**config.mk**
```make
export PLATFORM = sky130hd
export DESIGN_NAME = neuron_acc_ctrl
export DESIGN_NICKNAME = d
export VERILOG_FILES = /design/src/rtl/neuron_acc_ctrl.sv
export SDC_FILE = /design/constraint.sdc
export NUM_CORES = 1
export LEC_CHECK = 0
export ABC_AREA = 0
export CAP_MARGIN = 25
export CELL_PAD_IN_SITES_DETAIL_PLACEMENT = 0
export CELL_PAD_IN_SITES_GLOBAL_PLACEMENT = 1
export CORE_ASPECT_RATIO = 0.8
export CORE_MARGIN = 3
export CORE_UTILIZATION = 38
export CTS_CLUSTER_DIAMETER = 150
export DETAILED_ROUTE_END_ITERATION = 16
export PLACE_DENSITY_LB_ADDON = 0.1
export SYNTH_ARGS = -nofsm -noshare
export SYNTH_HDL_FRONTEND = slang
export SYNTH_SLANG_ARGS = --single-unit
export TNS_END_PERCENT = 30
```
**constraint.sdc**
```tcl
create_clock -name clk -period 2.6 [get_ports clk]
set_input_delay 0.52 -clock clk [delete_from_list [all_inputs] [get_ports clk]]
set_output_delay 0.52 -clock clk [all_outputs]
set_load 0.005 [all_outputs]
```
**src/rtl/neuron_acc_ctrl.sv**
```systemverilog
// Frame accumulator: sums N_INPUTS unsigned 18-bit operands into a 19-bit result with sticky overflow.
// Optional build macro NEURON_ACC_SAT_EN clamps the accumulator at 19'h7FFFF instead of wrapping.
module neuron_acc_ctrl #(
  parameter int unsigned N_INPUTS = 4
) (
  input  logic        clk,
  input  logic        rst_n,
  input  logic        clr,
  input  logic        in_valid,
  output logic        in_ready,
  input  logic [17:0] in_data,
  output logic        out_valid,
  input  logic        out_ready,
  output logic [18:0] out_sum,
  output logic        overflow,
  output logic        busy,
  output logic [7:0]  op_cnt
);

  localparam int unsigned ACC_W = 19;
  localparam int unsigned SUM_W = ACC_W + 1;
  localparam int unsigned CNT_W = 8;
  localparam logic [CNT_W-1:0] LAST_CNT = CNT_W'(N_INPUTS);

  typedef enum logic [1:0] {IDLE, ACCUM, DONE} state_e;

  state_e           state_q, state_d;
  logic [ACC_W-1:0] acc_q, acc_d;
  logic [CNT_W-1:0] cnt_q, cnt_d;
  logic             ovf_q, ovf_d;
  logic             in_ready_q, in_ready_d;
  logic             out_valid_q, out_valid_d;
  logic             busy_q, busy_d;

  logic [SUM_W-1:0] sum_c;
  logic             carry_c;
  logic [ACC_W-1:0] acc_add_c;

  // Single shared adder; bit 19 is the carry out of the accumulator
  assign sum_c   = {1'b0, acc_q} + SUM_W'(in_data);
  assign carry_c = sum_c[ACC_W];

`ifdef NEURON_ACC_SAT_EN
  assign acc_add_c = carry_c ? {ACC_W{1'b1}} : sum_c[ACC_W-1:0];
`else
  assign acc_add_c = sum_c[ACC_W-1:0];
`endif

  always_ff @(posedge clk) begin
    if (!rst_n) begin
      state_q     <= IDLE;
      acc_q       <= '0;
      cnt_q       <= '0;
      ovf_q       <= 1'b0;
      in_ready_q  <= 1'b1;
      out_valid_q <= 1'b0;
      busy_q      <= 1'b0;
    end else begin
      state_q     <= state_d;
      acc_q       <= acc_d;
      cnt_q       <= cnt_d;
      ovf_q       <= ovf_d;
      in_ready_q  <= in_ready_d;
      out_valid_q <= out_valid_d;
      busy_q      <= busy_d;
    end
  end

  always_comb begin
    state_d = state_q;
    acc_d   = acc_q;
    cnt_d   = cnt_q;
    ovf_d   = ovf_q;
    if (clr) begin
      state_d = IDLE;
      acc_d   = '0;
      cnt_d   = '0;
      ovf_d   = 1'b0;
    end else begin
      unique case (state_q)
        IDLE: begin
          if (in_valid) begin
            acc_d   = ACC_W'(in_data);
            cnt_d   = CNT_W'(1);
            ovf_d   = 1'b0;
            state_d = (LAST_CNT == CNT_W'(1)) ? DONE : ACCUM;
          end
        end
        ACCUM: begin
          if (in_valid) begin
            acc_d = acc_add_c;
            cnt_d = cnt_q + CNT_W'(1);
            ovf_d = ovf_q | carry_c;
            if (cnt_q + CNT_W'(1) == LAST_CNT) state_d = DONE;
          end
        end
        DONE: begin
          // Sum and overflow hold until taken; overflow stays visible into IDLE
          if (out_ready) begin
            state_d = IDLE;
            cnt_d   = '0;
          end
        end
        default: state_d = IDLE;
      endcase
    end
    in_ready_d  = (state_d != DONE);
    out_valid_d = (state_d == DONE);
    busy_d      = (state_d != IDLE);
  end

  assign in_ready  = in_ready_q;
  assign out_valid = out_valid_q;
  assign busy      = busy_q;
  assign out_sum   = acc_q;
  assign overflow  = ovf_q;
  assign op_cnt    = cnt_q;

endmodule

```
* Word level (Yosys, flattened, before mapping)
Index checks and enable logic that the tools add are counted.
** Word-level totals
- Bits in registers :: 33
- Output and inout bits :: 31
- Word-level logic and storage cells :: 42
** Operators by class
- Add/sub/neg operators :: 2
- Equal/unequal tests :: 8
- Mux-type cells :: 16
- Bitwise logic cells :: 2
- Reduce and logical (&&, ||, !) cells :: 7
** Operators by type and width (number)
- $mux 19 :: 2
- $pmux 19 s2 :: 1
- $mux 8 :: 3
- $pmux 8 s3 :: 1
- $add 19x18->20 :: 1
- $mux 2 :: 5
- $add 8x1->8 const B :: 1
- $eq 8x3->1 const B :: 1
- $ne 2x2->1 const B :: 4
- $pmux 2 s3 :: 1
- $eq 2x2->1 const B :: 2
- $reduce_and 4->1 :: 1
- $reduce_bool 2->1 :: 2
- $reduce_and 3->1 :: 1
- $reduce_bool 3->1 :: 1
- $eq 2x1->1 const B :: 1
- $logic_not 2->1 :: 1
- $mux 1 :: 2
- $pmux 1 s2 :: 1
- $reduce_or 2->1 :: 1
- $not 1->1 :: 1
- $or 1x1->1 :: 1

* Depth between registers and ports, before layout
- Depth after elaboration :: 7
- Gate-level depth with buffers :: 8
- Mapped depth without buffers :: 8

* Worst setup path before layout
OpenSTA, ideal clock, no wires.
- Path kind :: input to register
- Start :: input port in_data[0]
- End :: register acc_q[14] (netlist: out_sum[14])
- Setup time :: 95 ps
- Data arrival time :: 2293 ps
- Setup slack :: 211 ps
- Stages :: 8
- Cell sequence :: ha_1 -> fa_1 -> a211oi_1 -> nor2_1 -> o21a_4 -> a31oi_1 -> xor2_1 -> a221oi_1
** On the way
- Word-level cells in the longest chain between the ends :: 3
** Ends and longest elaborated chain
- start, declared :: RTL line 11 : input logic [17:0] in_data,
- $add 19x18->20 :: RTL line 40 : assign sum_c = {1'b0, acc_q} + SUM_W'(in_data);
- $mux 19 :: RTL line 90 : if (in_valid) begin
- $pmux 19 s2 :: RTL line 80 : unique case (state_q)
- end signal, assigned :: RTL line 52 : acc_q <= '0;
- end signal, assigned :: RTL line 60 : acc_q <= acc_d;
- end, declared :: RTL line 28 : logic [ACC_W-1:0] acc_q, acc_d;
Every way passes these cells. The select of a mux whose other input is x is not followed.
A chain may end at the register's enable or synchronous reset.

* Final worst setup path
- Start :: input port in_data[0]
- End :: register acc_q[18] (netlist: out_sum[18])
The elaborated chain is that of the path after synthesis.

==> run summary <==
status: complete, no violations
post-layout util: 0.550
TritonCTS clock tree: done
CTS hold repair buffers: 0
number of global-route vias before repair: 2,634
Yosys cell types: 57
Inst Count DP: 487
clock skew: 8.38 ps
die area: 0.00803 mm²
CP arrival: 2700 ps
critical path type: in2reg
fraction of layout cells with a size suffix above 1: 0.136
largest net degree at the start of global routing: 25
switching power total: 0.000412 W
top cells by count, synth: dfxtp_1, nor2_1, nand2_1
Layout Nets: 459
Area contributors post-synth: dfxtp_1, ha_1, nor2_1, a21oi_1, xnor2_1
placed inst area: 0.00350 mm²
Root Driver: clkbuf_8
die width: 99.4 µm
Starting DRT DRC Count: 80
All-Layer GR Usage: 0.196
CP endpoint kind: flip-flop
routed via count: 2,689
Crit path required time: 2780 ps
Pleak: 1.44 nW
# IOs: 54
Synth area leader: dfxtp_1
postcts setup bufs: 0
Synth Cell Area: 0.00265 mm²
design area: 0.00361 mm²
routed wire length: 7540 µm
worst slew pin tran: 656 ps
Placement Setup Slack: -359 ps
# DRC: 0
ant diodes: 0
Synthesized Nets: 380
core area: 0.00657 mm²
PortBufs: 53
via density per instance: 5.43
Logic pwr share: 0.292
Clock power frac: 0.300
Max Clk Rate: 398 MHz
pwr/cell area: 363 mW/mm²
worst-skew pair later-pin latency: 290 ps
initial antenna violation count: 0
Hold WC Path Type: reg2reg
sw frac: 0.315
Slew headroom: 0.560
Critical Path Start Type: input port
Post-synth EDFFs: 0
MaxCap Viol Count: 0
Routed Antenna Nets: 0
Int Power: 0.000898 W
Final WS setup: 84.8 ps
initial core utilization: 0.404
Final Max Slew Viols: 0
RSZ-0062 raised after global routing: no
final hold vios: 0
Seq/Total Area, Yosys: 0.249
Post-Synthesis Cells: 331
fin crit share: 0.967
total power: 0.00131 W
share of synthesized registers carrying an async set or reset: 0
CTS Buf Count: 5
GPL Wtd Cong: 0.862
HPWL after DPL: 5760 µm
Ys Warns: 0
Finish-stage setup viols: 0
Cell Count, Final, Fillers Out: 495
TritonRoute pass-1 iters: 4
Worst IR Drop VDD: 215 µV
FF+latch count, synth: 33
clock-pin slew on the worst setup and hold paths: 70 ps
# H-tree levels: 2
Avg WL per Cell: 15.2 µm
clock sinks: 33
critical path fanouts, max: 5
Period minus WS final: 2520 ps
mean area per synthesized cell: 8.02 µm²
Die H: 80.7 µm
post-synth top area share: 0.249
Sequential Power Share: 0.408
remaining global-route overflow: 0
Clock Path Buffers: 2
first-pass GRT wire length: 12,800 µm
FP Rows: 26
predominant post-synthesis flop cell: dfxtp_1
Layout area overhead: 36.1%
-- cells in the final DEF (no fill, tap or decap), drive strengths merged, types with 7 or more instances in the layout --
| cell type | Yosys | layout |
|---|---|---|
| a21oi | 23 | 23 |
| nor2 | 33 | 33 |
| clkdlybuf4s50 | 0 | 53 |
| inv | 10 | 10 |
| o21ai | 25 | 25 |
| mux2i | 8 | 8 |
| nor3 | 7 | 7 |
| a211oi | 11 | 11 |
| ha | 25 | 25 |
| nand3 | 13 | 13 |
| xnor2 | 12 | 12 |
| nand2 | 26 | 26 |
| buf | 5 | 33 |
| dfxtp | 33 | 33 |
-- critical path, stage by stage --
cell and delay [ps]:
clkdlybuf4s50_1 430, ha_2 210, fa_2 350, a211oi_2 280, nor2_2 100, o21a_4 260
a2111oi_4 330, o211ai_1 140, o41ai_1 80
-- logic make-up after synthesis --
| kind of cell | after synthesis | synth area share |
|---|---|---|
| and+or+nand+nor | 108 | 0.195 |
| muxes | 9 | 0.0344 |
| xor gates and xnor gates | 16 | 0.0528 |
| DFF | 33 | 0.249 |
| adders and majority gates | 26 | 0.125 |
| AOI/OAI and AO/OA | 115 | 0.308 |
| buffers and inverters | 24 | 0.0358 |
-- sequential cells by signal, indices dropped and copies added (netlist names) --
register   cells
in_ready       1
op_cnt         8
out_valid      1
state_q        2
busy           1
overflow       1
out_sum       19
-- path summary, 6_finish.rpt --
path / slack, ps / cells past startpoint / end / startpoint
worst max-delay path: 80 / 9 / out_sum[18] / in_data[0]
worst min-delay path: 490 / 2 / out_sum[8] / out_sum[8]
worst min register to register: 490 / 2 / out_sum[8] / out_sum[8]
worst max register to register: 400 / 6 / op_cnt[7] / state_q[0]
-- per-layer routing --
layer	up-vias	global-route usage	part of all wire
met5	-	0	0
li1	1397	-	-
met2	51	0.306	0.42
met3	6	0.0300	0.036
met4	0	0.0396	0.0069
met1	1235	0.288	0.54
-- power groups by stage --
stage / sequential, W / combinational, W / clock [W]
2_1_floorplan: 0.000545 / 0.000211 / 0
3_3_place_gp: 0.000546 / 0.000375 / 0
3_5_place_dp: 0.000546 / 0.000376 / 0
4_1_cts: 0.000535 / 0.000379 / 0.000408
5_1_grt: 0.000537 / 0.000424 / 0.000430
6_report: 0.000535 / 0.000382 / 0.000393
-- what timing repair did --
| item | in CTS | in global routing |
|---|---|---|
| gates cloned | 0 | 0 |
| gates resized for setup | 1 | 6 |
| pin swaps | 0 | 1 |
| setup endpoints to repair | 3 | 5 |
-- metrics by stage --
stage                     hold slack, ps  TNS, ps
final                                491        0
after global routing                 513        0
after CTS                            494        0
after detailed placement             484    -2570
after global placement               480    -2360
after floorplan                      469        0
-- area by class of cell --
type	count	area (µm²)
clock buffers	6	72.6
clock inverters	2	10.0
fillers	633	2960
inverters	10	37.5
multi-input cells	274	1920
flip-flops and latches	33	661
well taps	84	105
repair buffers	86	803
(Power assumes the default switching activity.)
